### config.mk
export PLATFORM = sky130hd
export DESIGN_NAME = mem_stage_lsu
export DESIGN_NICKNAME = d
export VERILOG_FILES = /design/src/rtl/mem_stage_lsu.sv
export SDC_FILE = /design/constraint.sdc
export NUM_CORES = 1
export LEC_CHECK = 0
export BUFFER_PORTS_ARGS = -buffer_cell sky130_fd_sc_hd__buf_4
export CAP_MARGIN = 20
export CELL_PAD_IN_SITES_DETAIL_PLACEMENT = 1
export CELL_PAD_IN_SITES_GLOBAL_PLACEMENT = 2
export CORE_MARGIN = 2
export CORE_UTILIZATION = 29
export DETAILED_ROUTE_END_ITERATION = 10
export PLACE_DENSITY_LB_ADDON = 0.1
export SLEW_MARGIN = 20
export SYNTH_ARGS = -nofsm -noshare
export SYNTH_HDL_FRONTEND = slang
export SYNTH_SLANG_ARGS = --single-unit
### constraint.sdc
create_clock -name clk -period 6.85 [get_ports clk]
set_input_delay 0.685 -clock clk [delete_from_list [all_inputs] [get_ports clk]]
set_output_delay 0.685 -clock clk [all_outputs]
set_load 0.005 [all_outputs]
### src/rtl/mem_stage_lsu.sv
// rtl/mem_stage_lsu.sv - MEM-stage load/store unit issuing single-beat AXI reads and writes
//
// Purpose: accepts one decoded memory request per instruction, checks size and
// alignment, performs one AXI read (load) or write (store), and returns an
// extracted, sign/zero-extended load result. The pipeline is held with stall
// until the access completes.
//
// Ports:
//   clk, reset                      clock, asynchronous active-high reset
//   req_valid/req_load/req_store    request qualifiers from the MEM interstage register
//   req_funct3, req_addr, req_wdata size/signedness, effective address, store data
//   stall                           hold MEM and upstream, bubble into WB
//   resp_valid, resp_data, err      one-cycle completion pulse with held result/error
//   m_axi_ar*/r*                    read address / read data channels
//   m_axi_aw*/w*/b*                 write address / write data / write response channels
module mem_stage_lsu #(
  parameter int ADDR_WIDTH = 64,
  parameter int DATA_WIDTH = 64
) (
  input  logic                      clk,
  input  logic                      reset,
  input  logic                      req_valid,
  input  logic                      req_load,
  input  logic                      req_store,
  input  logic [2:0]                req_funct3,
  input  logic [ADDR_WIDTH-1:0]     req_addr,
  input  logic [DATA_WIDTH-1:0]     req_wdata,
  output logic                      stall,
  output logic                      resp_valid,
  output logic [DATA_WIDTH-1:0]     resp_data,
  output logic                      err,
  output logic [ADDR_WIDTH-1:0]     m_axi_araddr,
  output logic                      m_axi_arvalid,
  input  logic                      m_axi_arready,
  input  logic [DATA_WIDTH-1:0]     m_axi_rdata,
  input  logic [1:0]                m_axi_rresp,
  input  logic                      m_axi_rvalid,
  output logic                      m_axi_rready,
  output logic [ADDR_WIDTH-1:0]     m_axi_awaddr,
  output logic                      m_axi_awvalid,
  input  logic                      m_axi_awready,
  output logic [DATA_WIDTH-1:0]     m_axi_wdata,
  output logic [DATA_WIDTH/8-1:0]   m_axi_wstrb,
  output logic                      m_axi_wvalid,
  input  logic                      m_axi_wready,
  input  logic [1:0]                m_axi_bresp,
  input  logic                      m_axi_bvalid,
  output logic                      m_axi_bready
);

  typedef enum logic [2:0] {
    S_IDLE, S_RD_ADDR, S_RD_DATA, S_WR_REQ, S_WR_RESP, S_DONE
  } state_t;

  state_t                    state_q, state_d;
  logic [2:0]                funct3_q, funct3_d;
  logic [2:0]                boff_q, boff_d;
  logic [ADDR_WIDTH-1:0]     addr_q, addr_d;
  logic [DATA_WIDTH-1:0]     wdata_q, wdata_d;
  logic [DATA_WIDTH/8-1:0]   wstrb_q, wstrb_d;
  logic                      aw_done_q, aw_done_d;
  logic                      w_done_q, w_done_d;
  logic [DATA_WIDTH-1:0]     resp_data_q, resp_data_d;
  logic                      err_q, err_d;

  logic                      accept;
  logic                      misaligned;
  logic                      illegal;
  logic [7:0]                strb_base;
  logic [63:0]               rshift;
  logic [63:0]               load_ext;

  assign accept = req_valid && (req_load || req_store);

  // Byte lanes covered by an access of 1 << funct3[1:0] bytes at lane 0.
  always_comb begin
    strb_base = 8'h01;
    misaligned = 1'b0;
    case (req_funct3[1:0])
      2'b00: begin strb_base = 8'h01; misaligned = 1'b0; end
      2'b01: begin strb_base = 8'h03; misaligned = req_addr[0]; end
      2'b10: begin strb_base = 8'h0F; misaligned = |req_addr[1:0]; end
      default: begin strb_base = 8'hFF; misaligned = |req_addr[2:0]; end
    endcase
  end

  // Loads reject only 111; stores have no unsigned variants.
  assign illegal = req_load ? (req_funct3 == 3'b111) : req_funct3[2];

  // Move the addressed byte to lane 0, then extend to the access size.
  assign rshift = m_axi_rdata >> {boff_q, 3'b000};

  always_comb begin
    load_ext = '0;
    case (funct3_q)
      3'b000:  load_ext = {{56{rshift[7]}}, rshift[7:0]};
      3'b001:  load_ext = {{48{rshift[15]}}, rshift[15:0]};
      3'b010:  load_ext = {{32{rshift[31]}}, rshift[31:0]};
      3'b011:  load_ext = rshift;
      3'b100:  load_ext = {56'b0, rshift[7:0]};
      3'b101:  load_ext = {48'b0, rshift[15:0]};
      3'b110:  load_ext = {32'b0, rshift[31:0]};
      default: load_ext = '0;
    endcase
  end

  always_comb begin
    state_d     = state_q;
    funct3_d    = funct3_q;
    boff_d      = boff_q;
    addr_d      = addr_q;
    wdata_d     = wdata_q;
    wstrb_d     = wstrb_q;
    aw_done_d   = aw_done_q;
    w_done_d    = w_done_q;
    resp_data_d = resp_data_q;
    err_d       = err_q;
    stall       = 1'b0;
    case (state_q)
      S_IDLE: begin
        // Gated with reset so every output reads 0 while reset is held.
        stall = accept && !reset;
        if (accept) begin
          funct3_d  = req_funct3;
          boff_d    = req_addr[2:0];
          addr_d    = {req_addr[ADDR_WIDTH-1:3], 3'b000};
          wdata_d   = req_wdata << {req_addr[2:0], 3'b000};
          wstrb_d   = strb_base << req_addr[2:0];
          aw_done_d = 1'b0;
          w_done_d  = 1'b0;
          if (misaligned || illegal) begin
            err_d       = 1'b1;
            resp_data_d = '0;
            state_d     = S_DONE;
          end else begin
            state_d = req_load ? S_RD_ADDR : S_WR_REQ;
          end
        end
      end
      S_RD_ADDR: begin
        stall = 1'b1;
        if (m_axi_arready) state_d = S_RD_DATA;
      end
      S_RD_DATA: begin
        stall = 1'b1;
        if (m_axi_rvalid) begin
          err_d       = (m_axi_rresp != 2'b00);
          resp_data_d = (m_axi_rresp != 2'b00) ? '0 : load_ext;
          state_d     = S_DONE;
        end
      end
      S_WR_REQ: begin
        stall = 1'b1;
        // AW and W complete independently; leave once both have handshaken.
        aw_done_d = aw_done_q || m_axi_awready;
        w_done_d  = w_done_q || m_axi_wready;
        if (aw_done_d && w_done_d) state_d = S_WR_RESP;
      end
      S_WR_RESP: begin
        stall = 1'b1;
        if (m_axi_bvalid) begin
          err_d       = (m_axi_bresp != 2'b00);
          resp_data_d = '0;
          state_d     = S_DONE;
        end
      end
      S_DONE: begin
        state_d = S_IDLE;
      end
      default: begin
        state_d = S_IDLE;
      end
    endcase
  end

  always_ff @(posedge clk or posedge reset) begin
    if (reset) begin
      state_q     <= S_IDLE;
      funct3_q    <= '0;
      boff_q      <= '0;
      addr_q      <= '0;
      wdata_q     <= '0;
      wstrb_q     <= '0;
      aw_done_q   <= 1'b0;
      w_done_q    <= 1'b0;
      resp_data_q <= '0;
      err_q       <= 1'b0;
    end else begin
      state_q     <= state_d;
      funct3_q    <= funct3_d;
      boff_q      <= boff_d;
      addr_q      <= addr_d;
      wdata_q     <= wdata_d;
      wstrb_q     <= wstrb_d;
      aw_done_q   <= aw_done_d;
      w_done_q    <= w_done_d;
      resp_data_q <= resp_data_d;
      err_q       <= err_d;
    end
  end

  assign resp_valid    = (state_q == S_DONE);
  assign resp_data     = resp_data_q;
  assign err           = err_q;
  assign m_axi_araddr  = addr_q;
  assign m_axi_arvalid = (state_q == S_RD_ADDR);
  assign m_axi_rready  = (state_q == S_RD_DATA);
  assign m_axi_awaddr  = addr_q;
  assign m_axi_awvalid = (state_q == S_WR_REQ) && !aw_done_q;
  assign m_axi_wdata   = wdata_q;
  assign m_axi_wstrb   = wstrb_q;
  assign m_axi_wvalid  = (state_q == S_WR_REQ) && !w_done_q;
  assign m_axi_bready  = (state_q == S_WR_RESP);

endmodule

# Yosys cells after proc, flatten, opt, wreduce, memory -nomap -nowiden
# Index checks and enable logic that the tools add are counted.
# classes
eq_ne	20
reduce_logical	26
mux	27
n_shift	3
# op_table
op	n
64-bit case mux with 7 select lines	1
64-bit 2-to-1 mux	5
64-bit case mux with 3 select lines	1
64-bit by 6-bit << shifter with 64-bit output	1
64-bit by 6-bit right shift with 64-bit output	1
8-bit case mux with 3 select lines	1
3-bit == test, second input constant	6
3-bit 2-to-1 mux	6
3-bit case mux with 5 select lines	1
3-bit by 2-bit == test with 1-bit output, second input constant	4
2-bit != test, second input constant	5
5-bit AND reduction	2
8-bit by 3-bit << shifter with 8-bit output	1
3-bit by 1-bit == test with 1-bit output, second input constant	2
3-bit logical NOT	2
1-bit 2-to-1 mux	6
1-bit case mux with 2 select lines	3
1-bit case mux with 3 select lines	2
2-bit nonzero test	3
1-bit logical AND	5
1-bit logical OR	4
2-bit AND reduction	2
4-bit OR reduction	1
1-bit logical NOT	3
8 further kinds	8
# totals
register_bits	209
elab_cells	86

# Longest topological paths before layout
# logic_depth
ltp_word	6
depth_mapped	9

# Worst setup path before layout
# No wires, ideal clock.
# synth_path
path_type	input to register
start	input req_load
end	register addr_q[42] (netlist: m_axi_araddr[42])
setup_slack_ns	4.616
setup_ns	0.128
n_path_buf	3
cell_stages	6
required_time_ns	6.722
arrival_ns	2.106
cell_sequence	o21ai_0 > or3_4 > buf_2 > buf_2 > buf_2 > mux2_1
# synth_via
elab_chain_cells	3
# synth_lines
element	line	text
start, declared	23	input logic req_load,
1-bit logical OR	73	assign accept = req_valid && (req_load || req_store);
1-bit logical AND	73	
2-bit AND reduction (no line)	-	
end signal, assigned	192	addr_q <= addr_d;
end, declared	58	logic [ADDR_WIDTH-1:0] addr_q, addr_d;
# Every way passes these cells.
# A chain may end at the register's enable or synchronous reset.

# Final worst setup path
# layout_path
start	register state_q[1]
end	register resp_data_q[29] (netlist: resp_data[29])
# layout_via
elab_chain_cells	3
# layout_lines
element	line	text
start, declared	55	state_t state_q, state_d;
start signal, assigned	189	state_q <= state_d;
3-bit == test (tied with other cells)	119	case (state_q)
2-bit != test (no line) / 3-bit nonzero test (equally long branches)	-	
5-bit AND reduction (no line)	-	
end signal, assigned	197	resp_data_q <= resp_data_d;
end, declared	63	logic [DATA_WIDTH-1:0] resp_data_q, resp_data_d;
# Several ways; a longest one is shown, not always the timed one.

==> flow_summary_export.csv <==
group,metric,value,unit
clock_network,htreeDepth,1,
timing,max_slew_margin,0.340,
finish,nNetsFinal,1756,
job,max_cap_violations,0,
finish,area_delta_synth_final,35.9,%
timing,fmax,322,MHz
finish,drive_gt1_frac,0.413,
yosys,synth_edf_count,0,
die,start_util,0.296,
grt,grt_max_degree,193,
outcome,status,"complete, no violations",
yosys,synthArstFlopShare,1.00,
die,num_io_pins,481,
clock_network,cts_sinks,209,
critical_path,path_max_fanout,192,
yosys,avgSynthCellArea,10.2,um^2
clock_network,cts_hold_buffers,0,
critical_path,cp-start-kind,"flip-flop",
yosys,syn_area,12100,um^2
die,die_area,43500,um^2
route,drcViolationCount,0,
yosys,ys_seq_elements,209,
power_and_ir_drop,powerDensity,402,nW/um^2
critical_path,endpoint_kind,"flip-flop",
placed_design,port_buffers,474,
route,wl,47.1,mm
yosys,yosys_warnings,0,
grt,grt_first_pass_wirelength,70.8,mm
grt,grt_usage,0.211,
grt,gr-total-overflow,0,
critical_path,worst_path_max_delay_cell,"dfrtp_1",
timing,skew,10.2,ps
timing,worst_pin_slew,990,ps
route,first_pass_iters,5,
die,die_w,209,um
timing,whs,332,ps
grt,antenna_found_initial,0,
timing,timing.final.crit_share,0.453,
clock_network,tritoncts,"yes",
route,viasPerCell,5.05,
route,vias,10600,
worst_hold_path,hold_class,"input pin to asynchronous set/reset pin",
yosys,synth_flop_cell,"dfrtp_1",
clock_network,cts_resized,0,
critical_path,cp_num_buf_inv,1,
power_and_ir_drop,cellLeakagePower,7.92,nW
clock_network,clk_path_buf_depth,3,
critical_path,worstPathCellList,"or2_1 -> or3_4 -> buf_12 -> a21oi_4 -> nand2_1 -> o211ai_1",
finish,fillers,4727,
die,rows,74,
die,dieHeight,209,um
power_and_ir_drop,ir_drop,0.213,mV
yosys,syn_inst,1192,
grt,grt_pass1_vias,11100,
yosys,yosysSeqAreaShare,0.431,
route,wl_per_cell,22.4,um
timing,final_max_slew_viol_count,0,
clock_network,clk_latency,550,ps
placed_design,gp_congestion,0.789,
timing,rsz0062_at_grt,"false",
critical_path,crit_required,7310,ps
clock_network,clkSlewWorstSetupHoldPaths,60,ps
yosys,ys_types,64,
route,drt_iter0_drc,529,
clock_network,postCtsSetupBuffers,0,
critical_path,crit_arrival,3560,ps
route,ant_nets,0,
timing,setup_violations,0,
placed_design,dp_hpwl,34.7,mm
finish,antenna_cells,0,
clock_network,cts_buffers,27,
clock_network,cts_root_buf,"clkbuf_16",
critical_path,cpPeakStageDelay,620,ps
die,coreArea,41000,um^2
critical_path,cp_top_family,"simple AND/OR/NAND/NOR gates",
timing,finalSetupTns,0,ps
timing,hold_viol,0,
timing,fin_crit,3110,ps
critical_path,crit_type,"flip-flop to flip-flop",
==> cells by family (layout without fill, tap and decap cells) <==
| group | after synthesis | in the layout | synth area share |
|---|---|---|---|
| simple gates | 334 | 334 | 0.129 |
| compound gates | 267 | 267 | 0.139 |
| mux | 209 | 209 | 0.221 |
| flops | 209 | 209 | 0.431 |
| buf+inv | 172 | 543 | 0.0793 |
| other cells | 1 | 6 | 0.000309 |
==> layout by cell type (no fill, tap or decap), types with 4 or more instances in the layout <==
cell type  instances
a211oi_1          23
a21o_1             4
a21oi_1           60
a22o_1            24
a22oi_1            9
buf_4            483
clkbuf_1           5
clkbuf_16         27
clkbuf_8           8
clkinv_2           5
conb_1             6
dfrtp_1          206
inv_1              4
mux2_1            28
mux2_2            56
mux2i_1           86
mux4_2            39
nand2_1          167
nand2b_1          11
nand3_1           43
nand4_1           17
nor2_1            44
nor2b_1           18
nor3_1             7
o211ai_1           9
o21ai_0           63
o21ai_1           39
o22ai_1            5
o31ai_1           10
or4_1              8
==> cell usage after synthesis, types with 7 or more instances <==
| master | number | share of area |
|---|---|---|
| a211oi_1 | 23 | 0.014 |
| a21oi_1 | 60 | 0.025 |
| a22o_1 | 25 | 0.018 |
| a22oi_1 | 9 | 0.0056 |
| buf_1 | 11 | 0.0034 |
| buf_2 | 43 | 0.018 |
| buf_4 | 68 | 0.042 |
| clkbuf_1 | 42 | 0.013 |
| dfrtp_1 | 209 | 0.43 |
| mux2_1 | 28 | 0.026 |
| mux2_2 | 56 | 0.052 |
| mux2i_1 | 86 | 0.071 |
| mux4_2 | 39 | 0.072 |
| nand2_1 | 167 | 0.052 |
| nand2b_1 | 11 | 0.0057 |
| nand3_1 | 43 | 0.018 |
| nand4_1 | 17 | 0.0088 |
| nor2_1 | 45 | 0.014 |
| nor2b_1 | 18 | 0.0093 |
| nor3_1 | 7 | 0.0029 |
| o211ai_1 | 9 | 0.0056 |
| o21ai_0 | 63 | 0.026 |
| o21ai_1 | 39 | 0.016 |
| o31ai_1 | 10 | 0.0062 |
| or4_1 | 8 | 0.0050 |
==> routing by layer <==
metal | track usage | vias to the layer above | share of wire
li1 | - | 4966 | -
met3 | 0.0465 | 27 | 0.062
met1 | 0.295 | 5295 | 0.46
met4 | 0.0442 | 0 | 0.012
met2 | 0.336 | 327 | 0.46
met5 | 0 | - | 0
==> worst paths after layout <==
path	from	to	slack (ps)	cells after the start
max reg2reg	state_q[1]$_DFFE_PP0P_	resp_data[29]$_DFFE_PP0P_	3740	6
min	reset	m_axi_wdata[55]$_DFFE_PP0P_	330	2
max	state_q[1]$_DFFE_PP0P_	resp_data[29]$_DFFE_PP0P_	3740	6
min in group clk	req_addr[29]	m_axi_araddr[29]$_DFFE_PP0P_	350	2
min reg2reg	resp_data[9]$_DFFE_PP0P_	resp_data[9]$_DFFE_PP0P_	480	2
max in group asynchronous	reset	m_axi_araddr[8]$_DFFE_PP0P_	5260	3
==> final cells by class <==
type	instances	area (um^2)	share of cell area
flip-flops and latches	209	5240	0.318
inverters	7	33.8	0.00205
clock inverters	10	110	0.00668
well taps	532	666	0.0404
repair buffers	486	3670	0.223
clock buffers	40	805	0.0488
multi-input cells	816	5960	0.362
==> power by group <==
group          total (mW)  internal [mW]  switching [mW]
Clock                1.46          0.886           0.575
Combinational        3.07           1.55            1.52
Sequential           2.10           1.69           0.405
Total                6.63           4.13            2.50
==> flip-flops by register name (all words and copies together) (netlist names) <==
| name | cells |
|---|---|
| funct3_q | 3 |
| aw_done_q | 1 |
| m_axi_wstrb | 8 |
| w_done_q | 1 |
| boff_q | 3 |
| m_axi_araddr | 61 |
| state_q | 3 |
| resp_data | 64 |
| err | 1 |
| m_axi_wdata | 64 |
==> metrics by stage <==
stage	setup WS, ps	power, mW	cells	utilization	instance area, um^2
global route	3520	7.08	2100	0.402	16500
finish	3740	6.63	2100	0.402	16500
CTS	3720	6.74	2099	0.401	16500
detailed placement	3280	5.23	2049	0.379	15500
floorplan	456	3.80	1197	-	12100
global placement	3310	5.20	2049	0.379	15500
No activity file was read; power rests on OpenSTA's default activity.
